==> config.mk <==
export PLATFORM = sky130hd
export DESIGN_NAME = cc_rank_sched_flat
export DESIGN_NICKNAME = d
export VERILOG_FILES = /design/src/rtl/cc_rank_sched_pkg.sv /design/src/rtl/cc_rank_sched_if.sv /design/src/rtl/cc_rank_core.sv /design/src/rtl/cc_rank_sched.sv /design/src/flat_wrapper.sv
export SDC_FILE = /design/constraint.sdc
export NUM_CORES = 1
export LEC_CHECK = 0
export ABC_AREA = 1
export CORE_MARGIN = 10
export CORE_UTILIZATION = 35
export CTS_CLUSTER_DIAMETER = 200
export DETAILED_ROUTE_END_ITERATION = 8
export GPL_TIMING_DRIVEN = 0
export PLACE_DENSITY_LB_ADDON = 0.15
export REMOVE_ABC_BUFFERS = 1
export SLEW_MARGIN = 20
export SYNTH_ARGS = -nofsm -noshare
export SYNTH_HDL_FRONTEND = slang
export SYNTH_SLANG_ARGS = --single-unit
export TNS_END_PERCENT = 50
==> constraint.sdc <==
create_clock -name clk -period 31.8 [get_ports clk]
set_clock_uncertainty 0.05 [all_clocks]
set_input_delay 6.36 -clock clk [delete_from_list [all_inputs] [get_ports clk]]
set_output_delay 6.36 -clock clk [all_outputs]
set_load 0.01 [all_outputs]
==> src/rtl/cc_rank_sched_pkg.sv <==
// Shared types, widths and encodings for the seven-student rank-and-grade block.
package cc_pkg;
  localparam int N_STU   = 7;
  localparam int SCORE_W = 4;
  localparam int EXT_W   = 5;
  localparam int LIN_W   = 7;
  localparam int ID_W    = 3;
  localparam int CNT_W   = 3;
  localparam int SUM_W   = 8;

  typedef enum logic [1:0] {ST_IDLE, ST_LOAD, ST_CALC, ST_OUT} state_e;

  // Transform select: identity, or scale by 2/3/4 (divide for negative scores).
  localparam logic [1:0] TR_X1 = 2'd0;
  localparam logic [1:0] TR_X2 = 2'd1;
  localparam logic [1:0] TR_X3 = 2'd2;
  localparam logic [1:0] TR_X4 = 2'd3;

  typedef struct packed {
    logic       sgn;
    logic       desc;
    logic       fail;
    logic [1:0] a;
    logic [2:0] b;
  } cfg_t;

  function automatic logic [EXT_W-1:0] ext_score(input logic [SCORE_W-1:0] s, input logic sgn);
    return {sgn & s[SCORE_W-1], s};
  endfunction
endpackage

==> src/rtl/cc_rank_sched_if.sv <==
// Serial score-in / ranked-ID-out bus of the rank scheduler.
interface cc_rank_sched_if;
  import cc_pkg::*;
  logic               in_valid;
  logic [SCORE_W-1:0] in_score;
  logic [2:0]         in_opt;
  logic [1:0]         in_a;
  logic [2:0]         in_b;
  logic               busy;
  logic               out_valid;
  logic [ID_W-1:0]    out_id;
  logic [CNT_W-1:0]   out_cnt;

  modport master (output in_valid, in_score, in_opt, in_a, in_b,
                  input  busy, out_valid, out_id, out_cnt);
  modport slave  (input  in_valid, in_score, in_opt, in_a, in_b,
                  output busy, out_valid, out_id, out_cnt);
endinterface

==> src/rtl/cc_rank_core.sv <==
// Combinational ranking core: stable sort, average threshold, transform and count.
module cc_rank_core
  import cc_pkg::*;
(
  input  logic [N_STU-1:0][EXT_W-1:0] ext_i,
  input  cfg_t                        cfg_i,
  output logic [N_STU-1:0][ID_W-1:0]  id_o,
  output logic [CNT_W-1:0]            cnt_o
);
  logic [N_STU-1:0][ID_W-1:0] pos;
  logic signed [SUM_W-1:0]    sum;
  logic signed [SUM_W-1:0]    avg8;
  logic signed [EXT_W-1:0]    avg;
  logic signed [LIN_W-1:0]    thr;
  logic [N_STU-1:0]           below;
  logic [CNT_W-1:0]           n_below;

  // Rank by counting predecessors; ties resolve to the lower ID, which keeps the sort stable.
  always_comb begin
    for (int i = 0; i < N_STU; i++) begin
      pos[i] = '0;
      for (int j = 0; j < N_STU; j++) begin
        if (j != i) begin
          if ($signed(ext_i[j]) == $signed(ext_i[i])) begin
            if (j < i) pos[i] = pos[i] + ID_W'(1);
          end else if (($signed(ext_i[j]) > $signed(ext_i[i])) == cfg_i.desc) begin
            pos[i] = pos[i] + ID_W'(1);
          end
        end
      end
    end
  end

  always_comb begin
    id_o = '0;
    for (int p = 0; p < N_STU; p++)
      for (int i = 0; i < N_STU; i++)
        if (pos[i] == ID_W'(p)) id_o[p] = ID_W'(i);
  end

  always_comb begin
    sum = '0;
    for (int i = 0; i < N_STU; i++)
      sum = sum + $signed({{(SUM_W-EXT_W){ext_i[i][EXT_W-1]}}, ext_i[i]});
  end

  // Signed division truncates toward zero; |sum|/7 always fits in EXT_W bits.
  assign avg8 = sum / 8'sd7;
  assign avg  = avg8[EXT_W-1:0];
  assign thr  = $signed({{(LIN_W-EXT_W){avg[EXT_W-1]}}, avg})
              - $signed({{(LIN_W-2){1'b0}}, cfg_i.a})
              - $signed({{(LIN_W-3){1'b0}}, cfg_i.b});

  for (genvar g = 0; g < N_STU; g++) begin : g_lane
    logic signed [LIN_W-1:0] x;
    logic signed [LIN_W-1:0] t;
    always_comb begin
      x = $signed({{(LIN_W-EXT_W){ext_i[g][EXT_W-1]}}, ext_i[g]});
      case (cfg_i.a)
        TR_X2:   t = x[LIN_W-1] ? x / 7'sd2 : x * 7'sd2;
        TR_X3:   t = x[LIN_W-1] ? x / 7'sd3 : x * 7'sd3;
        TR_X4:   t = x[LIN_W-1] ? x / 7'sd4 : x * 7'sd4;
        default: t = x;
      endcase
    end
    assign below[g] = t < thr;
  end

  always_comb begin
    n_below = '0;
    for (int i = 0; i < N_STU; i++)
      n_below = n_below + CNT_W'(below[i]);
  end

  assign cnt_o = cfg_i.fail ? n_below : CNT_W'(N_STU) - n_below;
endmodule

==> src/rtl/cc_rank_sched.sv <==
// Serial front-end and scheduler: capture seven scores, evaluate once, stream ranked IDs.
module cc_rank_sched
  import cc_pkg::*;
(
  input  logic            clk,
  input  logic            rst_n,
  cc_rank_sched_if.slave  bus
);
  state_e                        state_q, state_d;
  logic [ID_W-1:0]               idx_q, idx_d;
  logic [N_STU-1:0][SCORE_W-1:0] score_q;
  cfg_t                          cfg_q;
  logic [N_STU-1:0][ID_W-1:0]    ids_q;
  logic [CNT_W-1:0]              cnt_q;
  logic [N_STU-1:0][EXT_W-1:0]   ext;
  logic [N_STU-1:0][ID_W-1:0]    core_id;
  logic [CNT_W-1:0]              core_cnt;
  logic                          take;

  assign take = bus.in_valid && (state_q == ST_IDLE || state_q == ST_LOAD);

  always_comb begin
    state_d = state_q;
    idx_d   = idx_q;
    case (state_q)
      ST_IDLE: if (bus.in_valid) begin
        state_d = ST_LOAD;
        idx_d   = ID_W'(1);
      end
      ST_LOAD: if (bus.in_valid) begin
        if (idx_q == ID_W'(N_STU-1)) begin
          state_d = ST_CALC;
          idx_d   = '0;
        end else begin
          idx_d = idx_q + ID_W'(1);
        end
      end
      ST_CALC: begin
        state_d = ST_OUT;
        idx_d   = '0;
      end
      default: begin
        if (idx_q == ID_W'(N_STU-1)) begin
          state_d = ST_IDLE;
          idx_d   = '0;
        end else begin
          idx_d = idx_q + ID_W'(1);
        end
      end
    endcase
  end

  always_ff @(posedge clk or negedge rst_n) begin
    if (!rst_n) begin
      state_q <= ST_IDLE;
      idx_q   <= '0;
      score_q <= '0;
      cfg_q   <= '0;
      ids_q   <= '0;
      cnt_q   <= '0;
    end else begin
      state_q <= state_d;
      idx_q   <= idx_d;
      if (take) score_q[idx_q] <= bus.in_score;
      if (bus.in_valid && state_q == ST_IDLE)
        cfg_q <= '{sgn: bus.in_opt[0], desc: bus.in_opt[1], fail: bus.in_opt[2],
                   a: bus.in_a, b: bus.in_b};
      if (state_q == ST_CALC) begin
        ids_q <= core_id;
        cnt_q <= core_cnt;
      end
    end
  end

  for (genvar g = 0; g < N_STU; g++) begin : g_ext
    assign ext[g] = ext_score(score_q[g], cfg_q.sgn);
  end

  cc_rank_core u_core (
    .ext_i (ext),
    .cfg_i (cfg_q),
    .id_o  (core_id),
    .cnt_o (core_cnt)
  );

  // Outputs decode registered state only, so they are zero outside OUT and during reset.
  assign bus.busy      = state_q != ST_IDLE;
  assign bus.out_valid = state_q == ST_OUT;
  assign bus.out_id    = (state_q == ST_OUT) ? ids_q[idx_q] : '0;
  assign bus.out_cnt   = (state_q == ST_OUT) ? cnt_q : '0;
endmodule

==> src/flat_wrapper.sv <==
// flat-port wrapper written by rule: the top's interface ports become plain ports
module cc_rank_sched_flat import cc_pkg::*;
  (clk, rst_n, bus_in_valid, bus_in_score, bus_in_opt, bus_in_a, bus_in_b, bus_busy, bus_out_valid, bus_out_id, bus_out_cnt);
  cc_rank_sched_if bus_i ();
  input  logic clk;
  input  logic rst_n;
  input wire logic [$bits(bus_i.in_valid)-1:0] bus_in_valid;
  input wire logic [$bits(bus_i.in_score)-1:0] bus_in_score;
  input wire logic [$bits(bus_i.in_opt)-1:0] bus_in_opt;
  input wire logic [$bits(bus_i.in_a)-1:0] bus_in_a;
  input wire logic [$bits(bus_i.in_b)-1:0] bus_in_b;
  output wire logic [$bits(bus_i.busy)-1:0] bus_busy;
  output wire logic [$bits(bus_i.out_valid)-1:0] bus_out_valid;
  output wire logic [$bits(bus_i.out_id)-1:0] bus_out_id;
  output wire logic [$bits(bus_i.out_cnt)-1:0] bus_out_cnt;
  assign bus_i.in_valid = bus_in_valid;
  assign bus_i.in_score = bus_in_score;
  assign bus_i.in_opt = bus_in_opt;
  assign bus_i.in_a = bus_in_a;
  assign bus_i.in_b = bus_in_b;
  assign bus_busy = bus_i.busy;
  assign bus_out_valid = bus_i.out_valid;
  assign bus_out_id = bus_i.out_id;
  assign bus_out_cnt = bus_i.out_cnt;
  cc_rank_sched u_core (.clk(clk), .rst_n(rst_n), .bus(bus_i));
endmodule
==> Word level (Yosys, flattened, before mapping) <==
Cells that the tools add are included.
{ "totals": {"register_bits": 65, "out_inout_bits": 8, "word_cells": 462} }
{ "op_classes": {"add_sub_neg": 60, "reduce_logical": 22, "n_bitwise": 21, "n_mux": 159, "order_cmp": 45, "mul": 7, "n_eq_ne": 118, "div": 8} }
{ "op_table": {"columns": ["operator", "count"], "rows": [
  ["$mux W3", 102],
  ["$eq A5 B5 Y1", 36],
  ["$gt A5 B5 Y1", 36],
  ["$mux W7", 21],
  ["$pmux W7 S3", 7],
  ["$add A7 B1 Y7", 14],
  ["$add A3 B1 Y3 const B", 31],
  ["$eq A3 B3 Y1 const B", 19],
  ["$div A7 B3 Y7 const B", 7],
  ["$lt A7 B7 Y1", 7],
  ["$mul A5 B3 Y7 const B", 7],
  ["$eq A1 B1 Y1", 36],
  ["$eq A3 B2 Y1 const B", 12],
  ["$bwmux W28", 1],
  ["$add A8 B5 Y8", 3],
  ["$and A1 B1 Y1", 21],
  ["$mux W1", 19],
  ["$eq A3 B1 Y1 const B", 6],
  ["$logic_not A3 Y1", 6],
  ["$reduce_or A2 Y1", 7],
  ["$add A3 B1 Y3", 4],
  ["$demux W4 S3", 1],
  ["$bmux W3 S3", 1],
  ["$pmux W3 S3", 1],
  ["other kinds (25)", 35]
]} }

==> Depth between registers and ports, before layout <==
Gate-level depths: netlist (run 1).
{ "logic_depth": {"word_depth": 27, "depth_mapped": 66} }

==> By module <==
A second synthesis (run 1) with hierarchy kept.
{ "hier_totals": {"cells_unflattened": 2934, "area_unflattened_um2": 19142.1} }
{ "modules_own_cells": {"columns": ["mod", "n_inst", "seq_area_each_um2", "cells_per_inst", "area_per_inst_um2"], "rows": [
  ["cc_rank_core", 1, 0.0, 2628, 16205.5],
  ["cc_rank_sched", 1, 1626.6, 306, 2936.6]
]} }

==> Worst setup path before layout (run 1) <==
No wires, ideal clock.
{ "synth_path": {"path_type": "reg2reg", "from": "register u_core.score_q (netlist bit u_core.ext[13])", "to": "register u_core.cnt_q[1]", "n_path_buf": 4, "synth_period_minus_slack_ns": 11.451, "stages_incl_launch_ff": 63, "setup_time_ns": 0.127, "path_slack_ns": 20.349, "t_arrival_ns": 11.274, "required_ns": 31.623, "cell_sequence": "dfrtp_1 clkbuf_1 nand2_2 buf_4 clkbuf_1 fa_1 fa_1 inv_1 fa_1 inv_1 fa_1 inv_1 ha_1 nand2_1 inv_1 nand2_1 nand2_1 nor2_1 (+27 left out) a21oi_1 nor2_1 nor2_1 xor2_1 ha_1 a21oi_1 nor2_1 a211oi_1 nand2_1 nand2_1 nand2_1 fa_1 inv_1 fa_1 fa_1 fa_1 xnor2_1 o21ai_0"} }
{ "synth_via": {"elab_chain_cells": 18, "word_cells_on_any_way": 34} }
{ "synth_lines": {"columns": ["item", "line_no", "text"], "rows": [
  ["start, declared", "cc_rank_sched.sv:11", "logic [N_STU-1:0][SCORE_W-1:0] score_q;"],
  ["start signal, assigned by index", "cc_rank_sched.sv:64", "if (take) score_q[idx_q] <= bus.in_score;"],
  ["$and A1 B1 Y1", "cc_rank_sched_pkg.sv:28", "return {sgn & s[SCORE_W-1], s};"],
  ["$add A6 B5 Y7", "cc_rank_core.sv:44", "sum = sum + $signed({{(SUM_W-EXT_W){ext_i[i][EXT_W-1]}}, ext_i[i]});"],
  ["$add A7 B5 Y8", "cc_rank_core.sv:44", null],
  ["$add A8 B5 Y8 (3 in series)", "cc_rank_core.sv:44", null],
  ["$div A8 B4 Y8", "cc_rank_core.sv:48", "assign avg8 = sum / 8'sd7;"],
  ["$sub A5 B3 Y6", "cc_rank_core.sv:51", "- $signed({{(LIN_W-2){1'b0}}, cfg_i.a})"],
  ["$sub A6 B4 Y7", "cc_rank_core.sv:52", "- $signed({{(LIN_W-3){1'b0}}, cfg_i.b});"],
  ["$lt A7 B7 Y1", "cc_rank_core.sv:66", "assign below[g] = t < thr;"],
  ["$add A1 B1 Y2", "cc_rank_core.sv:72", "n_below = n_below + CNT_W'(below[i]);"],
  ["$add A2 B1 Y3", "cc_rank_core.sv:72", null],
  ["$add A3 B1 Y3 (3 in series)", "cc_rank_core.sv:72", null],
  ["$add A3 B1 Y3 (*)", "cc_rank_core.sv:72", null],
  ["$sub A3 B3 Y3", "cc_rank_core.sv:75", "assign cnt_o = cfg_i.fail ? n_below : CNT_W'(N_STU) - n_below;"],
  ["$mux W3 (*)", "cc_rank_core.sv:75", null],
  ["end signal, assigned", "cc_rank_sched.sv:70", "cnt_q <= core_cnt;"],
  ["end, declared", "cc_rank_sched.sv:14", "logic [CNT_W-1:0] cnt_q;"]
]} }
Every way passes the cells marked *; elsewhere a longest branch is shown, timed or not.
A chain may end at the register's enable or synchronous reset.

==> Final worst setup path (run 1) <==
{ "layout_path": {"from": "register u_core.score_q (netlist bit u_core.ext[8])", "to": "register u_core.cnt_q[1]"} }
{ "layout_via": {"elab_chain_cells": 19, "word_cells_on_any_way": 35} }
{ "layout_lines": {"columns": ["item", "line_no"], "rows": [
  ["$and A1 B1 Y1", "cc_rank_sched_pkg.sv:28"],
  ["$add A5 B5 Y6", "cc_rank_core.sv:44"],
  ["$add A6 B5 Y7", "cc_rank_core.sv:44"],
  ["$add A7 B5 Y8", "cc_rank_core.sv:44"],
  ["$add A8 B5 Y8 (3 in series)", "cc_rank_core.sv:44"],
  ["$div A8 B4 Y8", "cc_rank_core.sv:48"],
  ["$sub A5 B3 Y6", "cc_rank_core.sv:51"],
  ["$sub A6 B4 Y7", "cc_rank_core.sv:52"],
  ["$lt A7 B7 Y1", "cc_rank_core.sv:66"],
  ["$add A1 B1 Y2", "cc_rank_core.sv:72"],
  ["$add A2 B1 Y3", "cc_rank_core.sv:72"],
  ["$add A3 B1 Y3 (3 in series)", "cc_rank_core.sv:72"],
  ["$add A3 B1 Y3 (*)", "cc_rank_core.sv:72"],
  ["$sub A3 B3 Y3", "cc_rank_core.sv:75"],
  ["$mux W3 (*)", "cc_rank_core.sv:75"]
]} }
Marked as above.

==> metrics.csv, run 1 <==
stage,metric,value,unit
detailed_routing,"antenna viol nets, final",0,
synth,asr flop ratio synth,100,%
placement,Port Buffers,22,
clock_network,TritonCTS buffer count,9,
global_route,GRT Total Usage,18.4,%
worst_setup_path,WP data required,31.97,ns
synth,post-synthesis sequential area ratio,9.42,%
detailed_routing,total routed wirelength,55.3,mm
clock_network,"Clk pin slew, worst setup/hold paths",0.07,ns
synth,yosys warns,0,
placement,hpwl dp,42.9,mm
worst_setup_path,Crit Path Class,flop to flop,
layout,most frequent cells in the layout,"714 x nand2_1, 372 x inv_1, 313 x ha_1",
detailed_routing,drc violations,0,
clock_network,CTS tree,built,
layout,area grow syn2layout,7.20,%
sta,crit path time final,14.11,ns
clock_network,clk root buf,clkbuf_16,
worst_setup_path,crit path launch type,flop,
layout,antenna cells,0,
sta,final hold vios,0,
detailed_routing,via/cell ratio,5.21,
floorplan,die area,0.0586,mm2
synth,Post-Syn Area,0.0173,mm2
detailed_routing,Starting DRT DRC Count,1274,
layout,"commonest non-fill, non-tap cell in the layout",nand2_1,
placement,placer congestion estimate,0.878,
clock_network,Clock Path Buffers,2,
synth,Unique masters post-synth,67,
sta,final max-slew violation count,0,
sta,relative slew slack,19.9,%
floorplan,Die W,242,um
layout,fin nets,3089,
sta,setup TNS,0,ns
synth,Synth Area per Inst,6.31,um2
floorplan,Initial Util,35.4,%
global_route,Congestion Overflow GR,0,
global_route,vias in the first global route,16700,
clock_network,latest clock arrival within the worst-skew pair,0.36,ns
job,Maximum Capacitance Violations,0,
clock_network,post-cts resize count,0,
detailed_routing,Routed WL per cell,16.3,um
sta,fmax,70.9,MHz
synth,ys flop type,dfrtp_1,
sta,RSZ-0062 raised after global routing,false,
clock_network,Post-CTS Hold Buffers,0,
synth,Seq cells post-synth,65,
worst_setup_path,worst stage delay on the critical path,0.94,ns
layout,layout cells sized above 1,4.99,%
worst_setup_path,crit-path max FO,20,
sta,fin crit share,44.4,%
global_route,largest net degree at the start of global routing,50,
worst_setup_path,Critical-path top delay cell,xor2_1,
clock_network,CTS sink count,65,
synth,Post-synth EDFFs,0,
worst_setup_path,CP endpoint kind,flop,
clock_network,# H-tree levels,3,
sta,final setup fails,0,
synth,post-synthesis cell count,2736,
hold_path,hold crit path type,flop to flop,
floorplan,Std-Cell Core Area,0.0488,mm2
worst_setup_path,Most common cell on crit path,nand2_1,
sta,Slew @ Worst Pin,1.20,ns
floorplan,num ports,23,
global_route,initial antenna violation count,0,
detailed_routing,Via Count,17700,
outcome,status,"finished, final reports clean",
worst_setup_path,worst path arrival time,14.28,ns
floorplan,row count,81,
global_route,global-route wire length before repair,88.7,mm
floorplan,Die Ht,242,um
clock_network,Post-CTS Setup Inserts,0,
detailed_routing,Detailed Routing Iterations Pass 1,5,
==> registers in the layout, indices dropped and copies added, names as in the netlist <==
name,flops
u_core.ids_q,21
u_core.idx_q,3
u_core.cnt_q,3
u_core.cfg_q,8
u_core.state_q,2
u_core.ext,28
==> stage by stage <==
stage | area [um2] | hold WS [ns] | util, % | cells | worst slack [ns]
3_3_place_gp | 18100 | 0.417 | 37.0 | 3371 | 17.30
2_1_floorplan | 17000 | 0.394 | - | 2685 | 20.18
5_1_grt | 18500 | 0.459 | 37.9 | 3390 | 16.67
4_1_cts | 18500 | 0.437 | 37.9 | 3390 | 17.65
3_5_place_dp | 18200 | 0.420 | 37.2 | 3374 | 17.73
6_report | 18500 | 0.433 | 37.9 | 3390 | 17.69
==> cells in the mapped netlist, types with 6 or more instances <==
cell | number | area, um2
a21oi_1 | 138 | 691
buf_2 | 8 | 40.0
or2_2 | 18 | 113
a41oi_1 | 13 | 114
inv_1 | 374 | 1400
buf_1 | 9 | 33.8
nor2_1 | 228 | 856
nand4_1 | 24 | 150
nor3b_1 | 6 | 45.0
dfrtp_1 | 65 | 1630
or2_1 | 7 | 43.8
xor2_1 | 59 | 517
nor2_2 | 11 | 68.8
inv_2 | 33 | 124
fa_1 | 40 | 801
nor3_1 | 22 | 110
o21ai_0 | 132 | 661
a22oi_1 | 8 | 60.1
a31oi_1 | 39 | 244
o211ai_1 | 31 | 233
nand2_1 | 714 | 2680
ha_1 | 313 | 3920
o221ai_1 | 9 | 78.8
xnor2_1 | 21 | 184
a211oi_1 | 10 | 75.1
clkbuf_1 | 34 | 128
nand2_2 | 13 | 81.3
o21ai_1 | 44 | 220
nand3_1 | 210 | 1050
nand3b_1 | 7 | 52.6
==> layout make-up <==
type | count | area, um2
Clock buffer | 10 | 229
Clock inverter | 6 | 91.3
Sequential cell | 65 | 1630
Multi-Input combinational cell | 2207 | 13900
Timing Repair Buffer | 25 | 285
Tap cell | 664 | 831
Fill cell | 5306 | 30300
Inverter | 413 | 1560
==> cell families after synthesis <==
logic type | synth area share, %
and+or+nand+nor | 31.7
AOI/OAI and AO/OA | 16.0
buffers and inverters | 10.5
adders and majority gates | 27.3
xor gates and xnor gates | 4.53
DFF | 9.42
muxes | 0.485
other | 0.0217
==> worst max-delay path, delay by kind of cell, from the launching register on <==
family | cells | cell delay, ns
xor gates and xnor gates | 2 | 1.08
adders and majority gates | 13 | 6.10
DFF | 1 | 0.91
and+or+nand+nor | 28 | 4.06
AOI/OAI and AO/OA | 6 | 1.02
buffers and inverters | 7 | 0.68
==> layer usage <==
metal	part of all wire [%]	GRT usage [%]	wire length (um)
met1	47	24.4	26100
met2	47	31.9	26100
met3	4.2	1.17	2300
met4	1.5	4.27	828
met5	0	0	0
==> worst paths after layout <==
path                       cells after the start  slack, ns                      endpoint                         start
min in group asynchronous                      1       5.81  u_core.ids_q[19]$_DFFE_PN0P_                         rst_n
hold reg to reg                                2       0.43  u_core.ids_q[18]$_DFFE_PN0P_  u_core.ids_q[18]$_DFFE_PN0P_
hold / removal                                 2       0.43  u_core.ids_q[18]$_DFFE_PN0P_  u_core.ids_q[18]$_DFFE_PN0P_
setup / recovery                              56      17.69   u_core.cnt_q[1]$_DFFE_PN0P_     u_core.ext[8]$_DFFE_PN0P_
max in group asynchronous                      2      25.29   u_core.cfg_q[7]$_DFFE_PN0P_                         rst_n
setup reg to reg                              56      17.69   u_core.cnt_q[1]$_DFFE_PN0P_     u_core.ext[8]$_DFFE_PN0P_
Power of run 1 is left out: the tool's default activity adds up to more than one toggle a clock period on the data nets, which glitch-free logic cannot reach.
==> inputs of run 2 (changes only) <==
==> constraint.sdc (replaced) <==
create_clock -name clk -period 13.05 [get_ports clk]
set_clock_uncertainty 0.05 [all_clocks]
set_input_delay 2.61 -clock clk [delete_from_list [all_inputs] [get_ports clk]]
set_output_delay 2.61 -clock clk [all_outputs]
set_load 0.01 [all_outputs]
==> run 2 against run 1 <==
Clock-buffer cell count did not move. Final cell count grew 0.56%. Largest cell class unchanged. Via count rose by 0.59%. Maximum frequency up 15%.
==> metrics.csv, run 2 (same netlist as run 1, synthesis figures left out) <==
stage,metric,value,unit,change
layout,layout cells sized above 1,6.70,%,+1.7 points
worst_setup_path,crit path launch type,flop,,
global_route,GRT Total Usage,18.5,%,+0.075 points
global_route,global-route wire length before repair,88.9,mm,+0.30%
floorplan,Die Ht,242,um,unchanged
sta,fmax,81.8,MHz,+15%
sta,setup TNS,0,ns,unchanged
clock_network,CTS sink count,65,,unchanged
placement,hpwl dp,42.9,mm,unchanged
placement,Port Buffers,22,,unchanged
floorplan,num ports,23,,unchanged
layout,Fill cells,5281,,-0.47%
worst_setup_path,Most common cell on crit path,nand2_1,,
clock_network,Post-CTS Hold Buffers,0,,unchanged
outcome,status,"finished, final reports clean",,
worst_setup_path,CP endpoint kind,flop,,
sta,final setup fails,0,,unchanged
clock_network,latest clock arrival within the worst-skew pair,0.36,ns,about the same
placement,dpl cells,3374,,unchanged
hold_path,hold_sp,u_core.ids_q[18]$_DFFE_PN0P_,,
clock_network,CTS tree,built,,
placement,placer congestion estimate,0.878,,unchanged
sta,fin crit share,93.7,%,+49 points
worst_setup_path,RR Startpoint,u_core.ext[7]$_DFFE_PN0P_,,
detailed_routing,Routed WL per cell,16.3,um,about the same
layout,area of the multi-input gates,0.0140,mm2,+1.1%
worst_setup_path,worst stage delay on the critical path,0.64,ns,-0.30 ns
layout,register area,0.00166,mm2,+1.8%
clock_network,clk root buf,clkbuf_16,,
sta,final hold vios,0,,unchanged
floorplan,Initial Util,35.4,%,unchanged
sta,relative slew slack,28.7,%,+8.8 points
layout,Post-Layout Cell Count,3409,,+0.56%
worst_setup_path,CP top delay family,adder cells,,
global_route,vias in the first global route,16700,,+0.22%
global_route,largest net degree at the start of global routing,50,,unchanged
sta,final max-slew violation count,0,,unchanged
floorplan,Die W,242,um,unchanged
sta,RSZ-0062 raised after global routing,false,,
layout,most frequent cells in the layout,"711 x nand2_1, 368 x inv_1, 313 x ha_1",,
layout,Largest register FFs,28,,unchanged
floorplan,die area,0.0586,mm2,unchanged
detailed_routing,drc violations,0,,unchanged
worst_setup_path,Critical-path top delay cell,dfrtp_2,,
floorplan,Std-Cell Core Area,0.0488,mm2,unchanged
worst_setup_path,crit-path max FO,13,,-35%
job,Maximum Capacitance Violations,0,,unchanged
worst_setup_path,Crit Path Class,flop to flop,,
clock_network,# H-tree levels,3,,unchanged
sta,Slew @ Worst Pin,1.07,ns,-0.130 ns
floorplan,row count,81,,unchanged
placement,pre-CTS worst setup slack,-1.02,ns,-18.75 ns
detailed_routing,via/cell ratio,5.21,,about the same
worst_setup_path,CP Buf/Inv Count,8,,+1
sta,final critical-path setup slack,0.819,ns,-16.87 ns
worst_setup_path,critical path launch point,u_core.ext[7]$_DFFE_PN0P_,,
global_route,initial antenna violation count,0,,unchanged
detailed_routing,Starting DRT DRC Count,1208,,-5.2%
placement,Placed Instance Area,0.0182,mm2,unchanged
worst_setup_path,worst path arrival time,12.40,ns,-1.88 ns
worst_setup_path,WP data required,13.22,ns,-18.75 ns
hold_path,hold crit path type,flop to flop,,
clock_network,TritonCTS buffer count,9,,unchanged
detailed_routing,Via Count,17800,,+0.59%
layout,antenna cells,0,,unchanged
detailed_routing,"antenna viol nets, final",0,,unchanged
layout,fin nets,3108,,+0.62%
layout,area grow syn2layout,9.32,%,
detailed_routing,Detailed Routing Iterations Pass 1,5,,unchanged
layout,final instance area,0.0189,mm2,+2.0%
detailed_routing,total routed wirelength,55.6,mm,+0.52%
clock_network,Clock Path Buffers,2,,unchanged
clock_network,"Clk pin slew, worst setup/hold paths",0.07,ns,about the same
layout,"commonest non-fill, non-tap cell in the layout",nand2_1,,
sta,crit path time final,12.23,ns,-1.88 ns
global_route,Congestion Overflow GR,0,,unchanged
run 2: cell count changes in the layout (fill, tap and decap cells not counted), moves of 4 or more:
cell / before / now
buf_4: 1 / 17
dfrtp_1: 64 / 51
dfrtp_2: 1 / 9
dfrtp_4: 0 / 5
inv_1: 372 / 368
nand2_2: 13 / 9
nand2_8: 0 / 6
run 2: repair_timing:
action	4_1_cts	5_1_grt
resized for setup	18	31
pin swaps	0	2
setup endpoints to repair	3	3
buffers inserted	1	18
run 2: cell type report:
cell class,instances,share of cell area (%)
Clock buffer,10,1.21
Multi-Input combinational cell,2207,74.4
Clock inverter,6,0.484
Tap cell,664,4.40
Sequential cell,65,8.77
Inverter,413,8.30
Timing Repair Buffer,44,2.44
run 2: worst paths after layout:
| kind | cells past startpoint | slack (ns) | endpoint |
|---|---|---|---|
| min in group asynchronous | 1 | 2.06 | u_core.ids_q[19]$_DFFE_PN0P_ |
| max in group asynchronous | 2 | 10.29 | u_core.cfg_q[7]$_DFFE_PN0P_ |
| setup reg to reg | 56 | 0.82 | u_core.cnt_q[1]$_DFFE_PN0P_ |
| setup / recovery | 56 | 0.82 | u_core.cnt_q[1]$_DFFE_PN0P_ |
| hold / removal | 2 | 0.43 | u_core.ids_q[18]$_DFFE_PN0P_ |
| hold reg to reg | 2 | 0.43 | u_core.ids_q[18]$_DFFE_PN0P_ |
run 2: per-layer routing:
layer | track usage, % | up-vias | part of all wire, %
li1 | - | 9060 | -
met1 | 24.6 | 8283 | 48
met4 | 4.31 | 0 | 1.5
met5 | 0 | - | 0
met3 | 1.20 | 40 | 3.7
met2 | 32.0 | 394 | 47
run 2: tightest hold or removal path: cells and delay by family, from the launching register on:
kind          cells  cell delay [ns]
flops             1             0.34
simple gates      2             0.11
run 2: stage by stage:
stage          util, %  hold slack, ns
2_1_floorplan        -           0.394
3_3_place_gp      37.0           0.417
3_5_place_dp      37.2           0.420
4_1_cts           38.0           0.437
5_1_grt           38.6           0.459
6_report          38.6           0.433
Power of run 2 is left out for the same reason.
